File: src/rtl/change_dispenser_if.sv
// Bundles the charge request, hopper handshake and status signals between the
// vending-machine top (master) and the change dispenser (slave).
interface change_dispenser_if;
   logic       charge_ind;
   logic [4:0] charge_val;
   logic       charge_float;
   logic [2:0] hop_empty;
   logic       hop_ack;
   logic       hop_req;
   logic [1:0] hop_sel;
   logic       busy;
   logic       done;
   logic       fault;
   logic [5:0] remain_val;

   modport master (
      output charge_ind, charge_val, charge_float, hop_empty, hop_ack,
      input  hop_req, hop_sel, busy, done, fault, remain_val
   );

   modport slave (
      input  charge_ind, charge_val, charge_float, hop_empty, hop_ack,
      output hop_req, hop_sel, busy, done, fault, remain_val
   );
endinterface

File: src/rtl/change_dispenser.sv
// Pays out change one coin at a time (greedy 5 / 1 / 0.5 yuan) over a
// request/acknowledge handshake with three hoppers; reports done and a sticky fault.
module change_dispenser #(
   parameter int ACK_TIMEOUT = 16,
   parameter int GAP_CYCLES  = 2,
   parameter int CNT_W       = 5
) (
   input  logic              clk,
   input  logic              reset,
   change_dispenser_if.slave bus
);

   typedef enum logic [2:0] {
      S_IDLE   = 3'd0,
      S_SELECT = 3'd1,
      S_REQ    = 3'd2,
      S_WAIT   = 3'd3,
      S_GAP    = 3'd4,
      S_DONE   = 3'd5,
      S_FAULT  = 3'd6
   } state_e;

   localparam logic [1:0] SEL_5Y   = 2'b10;
   localparam logic [1:0] SEL_1Y   = 2'b01;
   localparam logic [1:0] SEL_HALF = 2'b00;

   // Coin value in half-yuan units for a hopper select code.
   function automatic logic [5:0] coin_weight(input logic [1:0] sel);
      case (sel)
         SEL_5Y:   coin_weight = 6'd10;
         SEL_1Y:   coin_weight = 6'd2;
         SEL_HALF: coin_weight = 6'd1;
         default:  coin_weight = 6'd0;
      endcase
   endfunction

   state_e           state_q, state_d;
   logic [5:0]       remain_q, remain_d;
   logic [CNT_W-1:0] cnt_q, cnt_d;
   logic             ind_q;
   logic             hop_req_q, hop_req_d;
   logic [1:0]       hop_sel_q, hop_sel_d;
   logic             busy_q, busy_d;
   logic             done_q, done_d;
   logic             fault_q, fault_d;

   logic             start_s;
   logic [5:0]       amount_s;
   logic [5:0]       after_coin_s;

   assign start_s      = bus.charge_ind & ~ind_q;
   assign amount_s     = {bus.charge_val, bus.charge_float};
   // SELECT only picks a coin not larger than remain, so this never wraps.
   assign after_coin_s = remain_q - coin_weight(hop_sel_q);

   // State, counters, edge detector and all registered outputs.
   always_ff @(posedge clk) begin
      if (!reset) begin
         state_q   <= S_IDLE;
         remain_q  <= 6'd0;
         cnt_q     <= '0;
         ind_q     <= 1'b0;
         hop_req_q <= 1'b0;
         hop_sel_q <= 2'b00;
         busy_q    <= 1'b0;
         done_q    <= 1'b0;
         fault_q   <= 1'b0;
      end else begin
         state_q   <= state_d;
         remain_q  <= remain_d;
         cnt_q     <= cnt_d;
         ind_q     <= bus.charge_ind;
         hop_req_q <= hop_req_d;
         hop_sel_q <= hop_sel_d;
         busy_q    <= busy_d;
         done_q    <= done_d;
         fault_q   <= fault_d;
      end
   end

   // Next-state and next-output logic of the payout sequencer.
   always_comb begin
      state_d   = state_q;
      remain_d  = remain_q;
      cnt_d     = cnt_q;
      hop_req_d = hop_req_q;
      hop_sel_d = hop_sel_q;
      busy_d    = busy_q;
      done_d    = 1'b0;
      fault_d   = fault_q;

      case (state_q)
         S_IDLE: begin
            if (start_s) begin
               remain_d = amount_s;
               if (amount_s == 6'd0) begin
                  state_d = S_DONE;
                  done_d  = 1'b1;
                  busy_d  = 1'b0;
               end else begin
                  state_d = S_SELECT;
                  busy_d  = 1'b1;
               end
            end else begin
               state_d = S_IDLE;
            end
         end
         S_SELECT: begin
            if ((remain_q >= 6'd10) && !bus.hop_empty[2]) begin
               hop_sel_d = SEL_5Y;
               state_d   = S_REQ;
            end else if ((remain_q >= 6'd2) && !bus.hop_empty[1]) begin
               hop_sel_d = SEL_1Y;
               state_d   = S_REQ;
            end else if ((remain_q >= 6'd1) && !bus.hop_empty[0]) begin
               hop_sel_d = SEL_HALF;
               state_d   = S_REQ;
            end else begin
               state_d = S_FAULT;
               fault_d = 1'b1;
               busy_d  = 1'b0;
            end
         end
         S_REQ: begin
            hop_req_d = 1'b1;
            cnt_d     = '0;
            state_d   = S_WAIT;
         end
         S_WAIT: begin
            if (bus.hop_ack) begin
               hop_req_d = 1'b0;
               remain_d  = after_coin_s;
               cnt_d     = '0;
               if (after_coin_s == 6'd0) begin
                  state_d = S_DONE;
                  done_d  = 1'b1;
                  busy_d  = 1'b0;
               end else begin
                  state_d = S_GAP;
               end
            end else if (cnt_q == CNT_W'(ACK_TIMEOUT - 1)) begin
               hop_req_d = 1'b0;
               state_d   = S_FAULT;
               fault_d   = 1'b1;
               busy_d    = 1'b0;
            end else begin
               cnt_d = cnt_q + CNT_W'(1);
            end
         end
         S_GAP: begin
            if (cnt_q == CNT_W'(GAP_CYCLES - 1)) begin
               cnt_d   = '0;
               state_d = S_SELECT;
            end else begin
               cnt_d = cnt_q + CNT_W'(1);
            end
         end
         S_DONE: begin
            state_d = S_IDLE;
         end
         S_FAULT: begin
            fault_d = 1'b1;
            busy_d  = 1'b0;
            state_d = S_FAULT;
         end
         default: begin
            state_d   = S_IDLE;
            hop_req_d = 1'b0;
            busy_d    = 1'b0;
         end
      endcase
   end

   assign bus.hop_req    = hop_req_q;
   assign bus.hop_sel    = hop_sel_q;
   assign bus.busy       = busy_q;
   assign bus.done       = done_q;
   assign bus.fault      = fault_q;
   assign bus.remain_val = remain_q;

endmodule
File: src/flat_wrapper.sv
// flat-port wrapper written by rule: the top's interface ports become plain ports
module change_dispenser_flat 
#(
   parameter int ACK_TIMEOUT = 16,
   parameter int GAP_CYCLES  = 2,
   parameter int CNT_W       = 5
)
  (clk, reset, bus_charge_ind, bus_charge_val, bus_charge_float, bus_hop_empty, bus_hop_ack, bus_hop_req, bus_hop_sel, bus_busy, bus_done, bus_fault, bus_remain_val);
  change_dispenser_if bus_i ();
  input  logic clk;
  input  logic reset;
  input wire logic [$bits(bus_i.charge_ind)-1:0] bus_charge_ind;
  input wire logic [$bits(bus_i.charge_val)-1:0] bus_charge_val;
  input wire logic [$bits(bus_i.charge_float)-1:0] bus_charge_float;
  input wire logic [$bits(bus_i.hop_empty)-1:0] bus_hop_empty;
  input wire logic [$bits(bus_i.hop_ack)-1:0] bus_hop_ack;
  output wire logic [$bits(bus_i.hop_req)-1:0] bus_hop_req;
  output wire logic [$bits(bus_i.hop_sel)-1:0] bus_hop_sel;
  output wire logic [$bits(bus_i.busy)-1:0] bus_busy;
  output wire logic [$bits(bus_i.done)-1:0] bus_done;
  output wire logic [$bits(bus_i.fault)-1:0] bus_fault;
  output wire logic [$bits(bus_i.remain_val)-1:0] bus_remain_val;
  assign bus_i.charge_ind = bus_charge_ind;
  assign bus_i.charge_val = bus_charge_val;
  assign bus_i.charge_float = bus_charge_float;
  assign bus_i.hop_empty = bus_hop_empty;
  assign bus_i.hop_ack = bus_hop_ack;
  assign bus_hop_req = bus_i.hop_req;
  assign bus_hop_sel = bus_i.hop_sel;
  assign bus_busy = bus_i.busy;
  assign bus_done = bus_i.done;
  assign bus_fault = bus_i.fault;
  assign bus_remain_val = bus_i.remain_val;
  change_dispenser #(.ACK_TIMEOUT(ACK_TIMEOUT), .GAP_CYCLES(GAP_CYCLES), .CNT_W(CNT_W)) u_core (.clk(clk), .reset(reset), .bus(bus_i));
endmodule
File: config.mk
export PLATFORM = sky130hd
export DESIGN_NAME = change_dispenser_flat
export DESIGN_NICKNAME = d
export VERILOG_FILES = /design/src/rtl/change_dispenser_if.sv /design/src/rtl/change_dispenser.sv /design/src/flat_wrapper.sv
export SDC_FILE = /design/constraint.sdc
export NUM_CORES = 1
export LEC_CHECK = 0
export CAP_MARGIN = 20
export CORE_MARGIN = 2
export CORE_UTILIZATION = 51
export CTS_CLUSTER_DIAMETER = 50
export DETAILED_ROUTE_END_ITERATION = 8
export HOLD_SLACK_MARGIN = 0.06
export PLACE_DENSITY = 0.81
export SLEW_MARGIN = 25
export SYNTH_ARGS = -nofsm -noshare
export SYNTH_HDL_FRONTEND = slang
export SYNTH_SLANG_ARGS = --single-unit
File: constraint.sdc
create_clock -name clk -period 3.1 [get_ports clk]
set_input_delay 0.62 -clock clk [delete_from_list [all_inputs] [get_ports clk]]
set_output_delay 0.62 -clock clk [all_outputs]
set_load 0.02 [all_outputs]
==> results.py, run 1 <==
metrics = {
    "sta": {
        "slew_headroom_pct": 64.1,
        "max_freq_mhz": 415,
        "tightest_slew_ns": 0.531,
        "skew_ns": 0.00254,
        "holdWs_ns": 0.468,
        "timing.final.ws_setup_ns": 0.688,
        "setup_viol": 0,
        "period_minus_slack_ns": 2.41,
        "fin_crit_sh_pct": 77.8,
        "finalMaxSlewViolations": 0,
        "fin_setup_tns_ns": 0,
        "rsz0062_at_grt": "false",
        "hold_violations": 0,
    },
    "floorplan": {
        "die_area_um2": 3080,
        "core_um2": 2500,
        "ios": 25,
        "num_rows": 18,
        "start_util_pct": 54.1,
        "die_h_um": 55.5,
        "dieWidth_um": 55.5,
    },
    "logic_synthesis": {
        "async_reset_ff_share_pct": 0,
        "synth_area_leaders": "dfxtp_1 31%, ha_1 8.3%, nor2_1 8.1%",
        "synth_warnings": 0,
        "syn_inst": 177,
        "ys_ff_latch": 21,
        "synth_edf_count": 0,
        "synth.top_cell.area_share_pct": 31.1,
        "synth_common_cells": "29 x nor2_1, 21 x dfxtp_1, 15 x nand2_1",
        "syn_area_per_cell_um2": 7.63,
        "yosysTopAreaCell": "dfxtp_1",
        "synth_most_common_cell": "nor2_1",
        "syn-num-nets": 199,
        "synth_cell_types": 45,
        "ys.flop_type": "dfxtp_1",
        "syn_area_um2": 1350,
        "ys_seq_area_share_pct": 31.1,
    },
    "power_and_ir_drop": {
        "peakVddDrop_v": 0.000447,
        "power_leakage_nw": 0.619,
        "power_density_nw_per_um2": 792,
    },
    "cts": {
        "cts_made_buffers": 3,
        "postCtsSetupRepairBufs": 0,
        "insertion_delay_ns": 0.31,
        "cts_max_level": 1,
        "cts-root-buf": "clkbuf_4",
        "cts_tree": "built",
        "cts_resized": 0,
        "cts.reportedPaths.clkPinSlew_ns": 0.13,
        "cts_buffer_depth": 2,
        "cts.sinks": 21,
        "holdBufCountCts": 0,
    },
    "placed_design": {
        "dp.final_hpwl_mm": 2.45,
        "io_buffers": 24,
        "pre_cts_ws_ns": 0.719,
        "routabilityCongestion": 0.921,
    },
    "worst_setup_path": {
        "cp_max_fo": 3,
        "critPathCaptureType": "flop",
        "cp.arrival_ns": 2.63,
        "crit_path_cell_trace": "inv_1 > ha_1 > inv_1 > ha_1 > nor2b_4 > o31a_1 > or3_4 > nand4_2 > nor2_2 > o311a_1",
        "worst_path_max_delay_cell": "dfxtp_1",
        "startpoint_type": "flop",
        "worstSetupPathType": "reg -> reg",
        "worstPathRequired_ns": 3.31,
        "cpPeakStageDelay_ns": 0.38,
    },
    "routing": {
        "firstDrtPassIters": 4,
        "drc": 0,
        "wl_mm": 3.28,
        "vias_per_cell": 5.83,
        "avgRoutedWirePerCell_um": 14.2,
        "ant_nets": 0,
        "drtIter0Drc": 48,
        "vias": 1341,
    },
    "min_path": {
        "min_path_type": "reg -> reg",
    },
    "run": {
        "max-cap-violations": 0,
    },
    "cells_and_area": {
        "n_antenna_cell": 0,
        "utilization_pct": 65.5,
        "syn_to_final_growth_pct": 21.2,
        "drive_above_1_share_pct": 6.50,
        "nets": 223,
    },
    "grt": {
        "overflow": 0,
        "grt_pass1_vias": 1221,
        "grt_pass1_wl_mm": 5.33,
        "grt_max_degree": 15,
        "track_usage_pct": 20.8,
        "antenna_found_initial": 0,
    },
    "status": {
        "status": "finished, final reports clean",
    },
}
cells by family (layout without fill, tap and decap cells):
family	after synthesis	count (layout)	synth area share [%]
compound gates	46	46	21.8
xor+xnor	4	4	2.59
fa+ha+maj	9	9	8.33
buf+inv	17	40	5.00
flops	21	21	31.1
mux	1	1	0.741
simple gates	79	79	30.5
layout make-up:
type / instances / area [um2]
clock buffer: 3 / 22.5
clock inverter: 1 / 5.00
fill: 222 / 862
inverter: 11 / 41.3
multi-input combinational: 139 / 863
sequential: 21 / 420
tap: 30 / 37.5
timing repair buffer: 25 / 248
power breakdown:
| part | leakage [nW] | internal, W | switching [W] |
|---|---|---|---|
| Combinational | 0.430 | 0.000329 | 0.000386 |
| Sequential | 0.172 | 0.000336 | 0.000108 |
| Clock | 0.0177 | 0.0000482 | 0.0000904 |
metal layers:
metal  vias to the layer above  GRT usage, %  wire length [um]
li1                        666             -                 -
met1                       621          30.0              1600
met2                        50          32.8              1480
met3                         4          2.81               173
met4                         0          4.88                29
met5                         -             0                 0
sequential cells by signal, summed over array words and instances, names as in the netlist:
register	count
u_core.cnt_q	5
u_core.bus.hop_sel	2
u_core.ind_q	1
u_core.state_q	3
u_core.bus.remain_val	6
u_core.bus.done	1
u_core.bus.fault	1
u_core.bus.busy	1
u_core.bus.hop_req	1
stage by stage:
stage,cell area [um2],total power (W),cells
2_1_floorplan,1350,0.000945,177
3_3_place_gp,1610,0.00113,226
3_5_place_dp,1610,0.00115,226
4_1_cts,1640,0.00129,230
5_1_grt,1640,0.00139,230
6_report,1640,0.00130,230
placed cells by master, fill, tap and decap left out, types with 3 or more instances in the layout:
cell type / count
a211oi_1: 3
a21oi_1: 14
and2_1: 3
clkbuf_4: 3
clkdlybuf4s50_1: 24
dfxtp_1: 21
ha_1: 9
inv_1: 11
nand2_1: 15
nand2b_1: 4
nand3_1: 3
nand3b_1: 3
nand4_1: 3
nor2_1: 29
nor3_1: 5
o211ai_1: 3
o21ai_0: 10
xor2_1: 3
path summary, 6_finish.rpt:
check | start | endpoint | slack [ns] | depth (start not counted)
max reg2reg | u_core.bus.hop_sel[1]$_SDFFE_PN0P_ | u_core.state_q[0]$_SDFFE_PN0P_ | 0.69 | 10
min reg2reg | u_core.bus.fault$_SDFFE_PN0P_ | u_core.bus.fault$_SDFFE_PN0P_ | 0.47 | 2
max | u_core.bus.hop_sel[1]$_SDFFE_PN0P_ | u_core.state_q[0]$_SDFFE_PN0P_ | 0.69 | 10
min | u_core.bus.fault$_SDFFE_PN0P_ | u_core.bus.fault$_SDFFE_PN0P_ | 0.47 | 2
critical path, delay by kind of cell (launching register included):
family,cells,cell delay [ns]
and+or+nand+nor,4,0.65
buffers and inverters,2,0.11
DFF,1,0.38
adders and majority gates,2,0.58
AOI/OAI and AO/OA,2,0.57
No activity file was read; power rests on OpenSTA's default activity.
==> run 2, diff against run 1 <==
==> constraint.sdc (replaced) <==
create_clock -name clk -period 2.3 [get_ports clk]
set_input_delay 0.46 -clock clk [delete_from_list [all_inputs] [get_ports clk]]
set_output_delay 0.46 -clock clk [all_outputs]
set_load 0.02 [all_outputs]
==> run 2 against run 1 <==
Fmax up 7.6%. Hold slack better by 0.016 ns. Via count up 0.67%. Core utilization up 5.3 points. Sequential cell count unchanged. Routed wire length up 9.1%. Worst setup slack worse by 0.63 ns. Clock power up 26%. Power up 48%. Count of clock-buffer cells in the layout up 1. Critical path depth up 1. Critical path type unchanged.
==> results.py, run 2 (synthesis results as in run 1) <==
metrics = {
    "sta": {
        "fin_crit_sh_pct": 97.4,
        "skew_ns": 0.00743,
        "hold_violations": 0,
        "finalMaxSlewViolations": 0,
        "setup_viol": 0,
        "tightest_slew_ns": 0.601,
        "period_minus_slack_ns": 2.24,
        "max_freq_mhz": 446,
        "rsz0062_at_grt": "false",
        "slew_headroom_pct": 59.4,
        "timing.final.ws_setup_ns": 0.0591,
        "fin_setup_tns_ns": 0,
    },
    "routing": {
        "firstDrtPassIters": 4,
        "vias": 1350,
        "vias_per_cell": 5.65,
        "avgRoutedWirePerCell_um": 15.0,
        "drc": 0,
        "drtIter0Drc": 49,
        "ant_nets": 0,
        "wl_mm": 3.57,
    },
    "cells_and_area": {
        "layout_commonest_cell": "nor2_1",
        "utilization_pct": 70.8,
        "most-common-layout-cells": "28 x nor2_1, 24 x clkdlybuf4s50_1, 19 x dfxtp_1",
        "nets": 232,
        "finalNonFillerCells": 239,
        "n_antenna_cell": 0,
        "largest_reg_flops": 6,
        "drive_above_1_share_pct": 14.8,
        "syn_to_final_growth_pct": 31.0,
    },
    "placed_design": {
        "io_buffers": 24,
        "dp.final_hpwl_mm": 2.55,
        "pre_cts_ws_ns": -0.0222,
        "place_inst": 230,
        "routabilityCongestion": 0.890,
    },
    "floorplan": {
        "die_h_um": 55.5,
        "dieWidth_um": 55.5,
        "start_util_pct": 54.1,
        "die_area_um2": 3080,
        "core_um2": 2500,
        "num_rows": 18,
        "ios": 25,
    },
    "worst_setup_path": {
        "cp_max_fo": 3,
        "worstPathRequired_ns": 2.54,
        "cp.arrival_ns": 2.48,
        "cp-startpoint": "u_core.bus.hop_sel[0]$_SDFFE_PN0P_",
        "rr_startpoint": "u_core.bus.hop_sel[0]$_SDFFE_PN0P_",
        "startpoint_type": "flop",
        "worstSetupPathType": "reg -> reg",
        "critPathCaptureType": "flop",
    },
    "power_and_ir_drop": {
        "power_density_nw_per_um2": 1080,
        "p_switching_w": 0.000859,
        "power_leakage_nw": 0.674,
        "switching_share_pct": 44.7,
        "clockPowerShare_pct": 9.1,
        "power_frac_comb_pct": 59.5,
        "power.internal_w": 0.00106,
        "total_power_w": 0.00192,
        "power_frac_seq_pct": 31.3,
        "peakVddDrop_v": 0.000757,
    },
    "grt": {
        "grt_pass1_wl_mm": 5.95,
        "grt_max_degree": 15,
        "grt_pass1_vias": 1308,
        "track_usage_pct": 24.1,
        "overflow": 0,
        "antenna_found_initial": 0,
    },
    "run": {
        "max-cap-violations": 0,
    },
    "min_path": {
        "hold_path_startpoint": "u_core.bus.fault$_SDFFE_PN0P_",
        "min_path_type": "reg -> reg",
    },
    "cts": {
        "cts_made_buffers": 3,
        "cts.reportedPaths.clkPinSlew_ns": 0.12,
        "cts_tree": "built",
        "cts_max_level": 1,
        "holdBufCountCts": 0,
        "cts-root-buf": "clkbuf_4",
        "cts.sinks": 21,
        "insertion_delay_ns": 0.30,
        "cts_buffer_depth": 2,
    },
    "status": {
        "status": "finished, final reports clean",
    },
}
run 2: changes by cell type in the layout (fill, tap and decap cells not counted), moves of 2 or more:
cell and delta:
dfxtp_1 -2, ha_1 -2, inv_1 -3, buf_4 +9, ha_4 +2, inv_2 +2, dfxtp_4 +2
run 2: path summary, 6_finish.rpt:
check                                                             end  cells after the start  slack, ns
worst max register to register  u_core.bus.remain_val[4]$_SDFFE_PN0P_                     11       0.06
worst max-delay path            u_core.bus.remain_val[4]$_SDFFE_PN0P_                     11       0.06
worst min-delay path                    u_core.bus.fault$_SDFFE_PN0P_                      2       0.48
worst min register to register          u_core.bus.fault$_SDFFE_PN0P_                      2       0.48
run 2: power by group through the flow:
| stage | logic [W] | clock network, W | registers (W) |
|---|---|---|---|
| after detailed placement | 0.000985 | 0 | 0.000602 |
| after global routing | 0.00125 | 0.000196 | 0.000616 |
| after floorplan | 0.000685 | 0 | 0.000604 |
| after global placement | 0.000965 | 0 | 0.000596 |
| after CTS | 0.00108 | 0.000183 | 0.000595 |
| final | 0.00114 | 0.000175 | 0.000602 |
run 2: through the flow:
stage,hold slack [ns],instance area (um2)
global route,0.536,1770
global placement,0.434,1660
CTS,0.495,1750
finish,0.484,1770
detailed placement,0.475,1660
floorplan,0.493,1370
run 2: worst max-delay path, cell delays in order, from the launching register on:
cell	delay (ns)
dfxtp_4	0.38
inv_4	0.04
ha_4	0.25
inv_2	0.04
ha_4	0.23
nor2b_4	0.13
o31a_1	0.26
or3_4	0.36
buf_4	0.17
nor2_4	0.09
o21ai_0	0.10
a21oi_1	0.14
run 2: metal layers:
metal | wire length, um | track usage [%] | share of wire (%)
met5 | 0 | 0 | 0
met4 | 64 | 6.97 | 1.8
met3 | 197 | 5.39 | 5.5
met2 | 1730 | 40.6 | 48
met1 | 1580 | 30.6 | 44
run 2: final cells by class:
type	instances	area [um2]
well taps	30	37.5
inverters	11	43.8
clock buffers	4	26.3
flip-flops and latches	21	428
repair buffers	34	315
multi-input cells	139	920
fillers	198	729
run 2: repair_timing:
action	4_1_cts	5_1_grt
pin swaps	6	3
endpoints found under the hold margin	0	0
buffers inserted	5	0
endpoints found under the setup margin	1	5
resized for setup	6	7
